--- config.mk ---
export PLATFORM = sky130hd
export DESIGN_NAME = mux_5_bit
export DESIGN_NICKNAME = d
export VERILOG_FILES = /design/src/rtl/mux_5_bit.sv
export SDC_FILE = /design/constraint.sdc
export NUM_CORES = 1
export LEC_CHECK = 0
export ABC_AREA = 1
export BUFFER_PORTS_ARGS = -buffer_cell sky130_fd_sc_hd__buf_2
export CELL_PAD_IN_SITES_DETAIL_PLACEMENT = 1
export CELL_PAD_IN_SITES_GLOBAL_PLACEMENT = 2
export CORE_MARGIN = 2
export CORE_UTILIZATION = 14
export DETAILED_ROUTE_END_ITERATION = 10
export GPL_TIMING_DRIVEN = 1
export PLACE_DENSITY_LB_ADDON = 0.1
export SLEW_MARGIN = 20
export SYNTH_ARGS = -nofsm -noshare
export SYNTH_HDL_FRONTEND = slang
export SYNTH_SLANG_ARGS = --single-unit
--- constraint.sdc ---
create_clock -name clk -period 0.8 [get_ports clk]
set_input_delay 0.08 -clock clk [delete_from_list [all_inputs] [get_ports clk]]
set_output_delay 0.08 -clock clk [all_outputs]
set_load 0.01 [all_outputs]
--- src/rtl/mux_5_bit.sv ---
// mux_5_bit: registered two-input mux with capture enable and a sticky valid flag
module mux_5_bit #(
   parameter int               WIDTH       = 5,
   parameter logic [WIDTH-1:0] RESET_VALUE = '0
) (
   input  logic             clk,
   input  logic             rst,
   input  logic [WIDTH-1:0] in_0,
   input  logic [WIDTH-1:0] in_1,
   input  logic             select,
   input  logic             en,
   output logic [WIDTH-1:0] out,
   output logic             out_valid
);
   logic [WIDTH-1:0] out_q, out_d;
   logic             valid_q, valid_d;
   // capture the selected input when enabled (anything but a clean 1 picks in_0), else hold
   always_comb begin
      out_d   = en ? ((select === 1'b1) ? in_1 : in_0) : out_q;
      valid_d = valid_q | en;
   end
   // state register; reset wins over any pending capture
   always_ff @(posedge clk) begin
      if (rst) begin
         out_q   <= RESET_VALUE;
         valid_q <= 1'b0;
      end else begin
         out_q   <= out_d;
         valid_q <= valid_d;
      end
   end
   assign out       = out_q;
   assign out_valid = valid_q;
endmodule

# == After elaboration in Yosys (flattened, before gate mapping) ==
# Cells that the tools add are included.
# Widths: inputs -> output; s select.
# totals
register_bits,6
latchBits,0
ramBits,0
mem_bits_ro,0
n_memories,0
# op_classes
addsub,0
n_mul,0
n_div,0
magnitude_cmp,0
eq_ne,1
shift,0
muxes,1
bitwise_logic,1
reduce_logical,0
# ops
op,count
$mux 5,1
$eqx 1x1->1 const B,1
$or 1x1->1,1

# == Longest topological paths before layout ==
# depth
ltp_word,2
depth_mapped,5
depth_no_buf,5

# == Worst setup path after synthesis ==
# Ideal clock, no wire load.
# synth_path
path_kind,reg2reg
startpoint,reg out[4] (netlist name)
endpoint,reg out_q[4] (netlist: out[4])
setup_ps,109
arrival_ps,531
t_required_ps,691
setup_slack_ps,160
stages_incl_launch_ff,5
synth_period_minus_slack_ps,640
cell_sequence,dfxtp_1 -> nor2_1 -> nor2_1 -> nand2_1 -> inv_1
# synth_rtl
item,line,source
end signal: assignment,28,out_q <= out_d;
end: declaration,15,"logic [WIDTH-1:0] out_q, out_d;"

# == Final worst setup path ==
# layout_path
startpoint,reg out_q[1] (netlist: out[1])
endpoint,out out[1]
# layout_rtl
item,line,source
end: declaration,12,"output logic [WIDTH-1:0] out,"
# No word-level cell between the ends.

==> metrics.md <==
| Metric | Value |
|---|---|
| # diodes | 0 |
| Clk pwr share | 37.4% |
| Final worst path period need | 0.767 ns |
| Buf+Inv Stages, Crit Path | 1 |
| Htree depth | 1 |
| Sw frac | roughly a quarter |
| VDD IR max | roughly 0.86 mV |
| Hold Crit Class | input pin to flip-flop |
| Initial antenna violation count | 0 |
| Ys Warns | 0 |
| GR Util met2 | about 14% |
| DRT iter0 DRCs | 0 |
| Slowest stage delay, CP | roughly 0.32 ns |
| Placed Instance Area | between 300 and 400 sq um |
| First-pass GRT wire length | roughly 1.5 mm |
| Gate count of the mapped netlist | 45 |
| Final-report max-slew violation count | 0 |
| Area Growth Syn to Fin | 54.0% |
| CTS sink count | 6 |
| Flops & latches, synth | 6 |
| Layout cells sized above 1 | 40.9% |
| Leading cell type in the layout, fill and taps excluded | buf_2 |
| CP Launch Type | flip-flop |
| Pwr dens | 1760 nW/um^2 |
| Starting Density | about 15% |
| GRT busiest layer | met2 |
| Netlist cell types | 7 |
| Clk_lat worst skew | between 0.2 and 0.25 ns |
| Crit-path leading delay family | flip-flops |
| Synth Area per Inst | a little over 6 sq um |
| Sequential Power Share | roughly 44% |
| Setup TNS | 0 ns |
| Switching pwr | roughly 200 uW |
| GRT met3 Usage | approximately 5.2% |
| Final Hold Viols | 0 |
| DR vias/cell | between 3 and 4 |
| Worst-Margin Slew | 0.212 ns |
| Clock Tree Buf Depth | 2 |
| GP Congestion | roughly 0.72 |
| CTS Hold Bufs | 0 |
| Syn Nets | slightly below 60 |
| IO Count | 20 |
| Total vias in the final route | between 300 and 400 |
| Seq/Total Area, Yosys | 42.9% |
| Clock Skews | 0 ns |
| Number of buffers added for setup after CTS | 0 |
| Routed Antenna Nets | 0 |
| Setup WS post-layout | ~0.033 ns |
| Vias in the first global route | ~340 |
| CTS tree | built |
| Non-Filler Instances | 93 |
| Clock transition at path regs | 0.05 ns |
| Combinational Power Share | between 10% and 20% |
| Slew HR | 85.9% |
| FMAX | between 1000 and 1500 MHz |
| RSZ-0062 raised after global routing | false |
| First-pass DRT Iterations | 1 |
| Total GRT Usage | a little over 8% |
| Crit. End Element | output port |
| Setup CP Type | flip-flop to output port |
| Root Buffer | clkbuf_4 |
| FILL cells | 264 |
| CTS Buf Count | 3 |
| WP data required | slightly above 0.7 ns |
| DIE HEIGHT | roughly 49 um |
| Period utilization | ~96% |
| Int Pwr | between 500 and 600 uW |
| Worst-path cell chain | buf_2 |
| Placed insts | 90 |
| PortBufs | 19 |
| Overflow after GRT | 0 |
| Final #Nets | 82 |
| Die ar. | about 2400 sq um |
| Commonest cells after routing, fill and taps aside | buf_2 (18), nand2_1 (15), nor2_1 (12), nand3_1 (5), inv_1 (5) |
| DP Worst Slack | about 0.15 ns |
| Placement row count | 16 |
| Status | finished clean |
| Routed wire length | 857 um |
| Post-route DRC violation count | 0 |
| Core footprint | roughly 1900 sq um |
| CP Max Fanout | 2 |
| Pin count of the biggest net entering global routing | 12 |
| Post-Syn Area | between 200 and 300 sq um |
| Avg WL per Cell | around 9.2 um |
| Setup-failing EPs final | 0 |
| Slowest CP cell | dfxtp_1 |
| Met1 Resource Use GR | 9.54% |
| Leak pwr | 0.000256 uW |
| Die W | slightly below 50 um |
| Max-Cap Viols | 0 |
| Final non-filler cell area | 432 sq um |
| DPL Wire Length | around 700 um |
| Worst Path Arrival | between 0.6 and 0.7 ns |
cell usage after synthesis:
cell / instances / area, sq um
dfxtp_1: 6 / 120
inv_1: 5 / 18.8
inv_2: 1 / 3.75
nand3_1: 5 / 25.0
nor2_1: 12 / 45.0
buf_6: 1 / 11.3
nand2_1: 15 / 56.3
layout make-up:
| class | count | area [sq um] | area share (%) |
|---|---|---|---|
| well taps | 27 | 33.8 | 7.83 |
| repair buffers | 19 | 101 | 23.5 |
| clock buffers | 3 | 22.5 | 5.22 |
| multi-input cells | 32 | 126 | 29.3 |
| inverters | 6 | 22.5 | 5.22 |
| flip-flops and latches | 6 | 125 | 29.0 |
cell families (layout without fill, tap and decap cells):
| group | after synthesis | count (layout) | share of synthesized area (%) |
|---|---|---|---|
| buffers and inverters | 7 | 28 | 12.1 |
| and+or+nand+nor | 32 | 32 | 45.1 |
| DFF | 6 | 6 | 42.9 |
power by group through the flow:
stage	Sequential, uW	Clock (uW)	Combinational (uW)
2_1_floorplan	348	0	61.3
3_3_place_gp	338	0	143
3_5_place_dp	337	0	141
4_1_cts	332	309	142
5_1_grt	337	323	166
6_report	335	284	140
metal layers:
layer | share of wire [%] | wire [um]
met5 | 0 | 0
met1 | 42 | 360
met3 | 8.1 | 69
met4 | 0 | 0
met2 | 50 | 428
worst register-to-register path, stage by stage, from the launching register on:
cell     delay, ns
dfxtp_2       0.32
nor2_1        0.08
nor2_1        0.05
nand2_1       0.06
inv_1         0.03
what timing repair did:
action | CTS | global route
setup endpoints to repair | 1 | 4
resized for setup | 1 | 4
pin swaps | 0 | 0
worst paths after layout:
kind | end | slack, ns | cells past startpoint | from
min reg2reg | out_valid | 0.45 | 2 | out_valid
min | out_valid | 0.09 | 2 | rst
max reg2reg | out[2] | 0.16 | 4 | out[2]
max | out[1] | 0.03 | 1 | out[1]
flip-flops by register name, indices dropped and copies added (netlist names):
name       count
out            5
out_valid      1
stage by stage:
stage / total power (uW) / hold slack [ns] / utilization (%)
finish: 759 / 0.0865 / 22.5
CTS: 783 / 0.0964 / 21.9
detailed placement: 478 / 0.362 / 20.7
floorplan: 410 / 0.152 / -
global placement: 481 / 0.361 / 20.7
global route: 825 / 0.120 / 22.5
(Power assumes the default switching activity.)
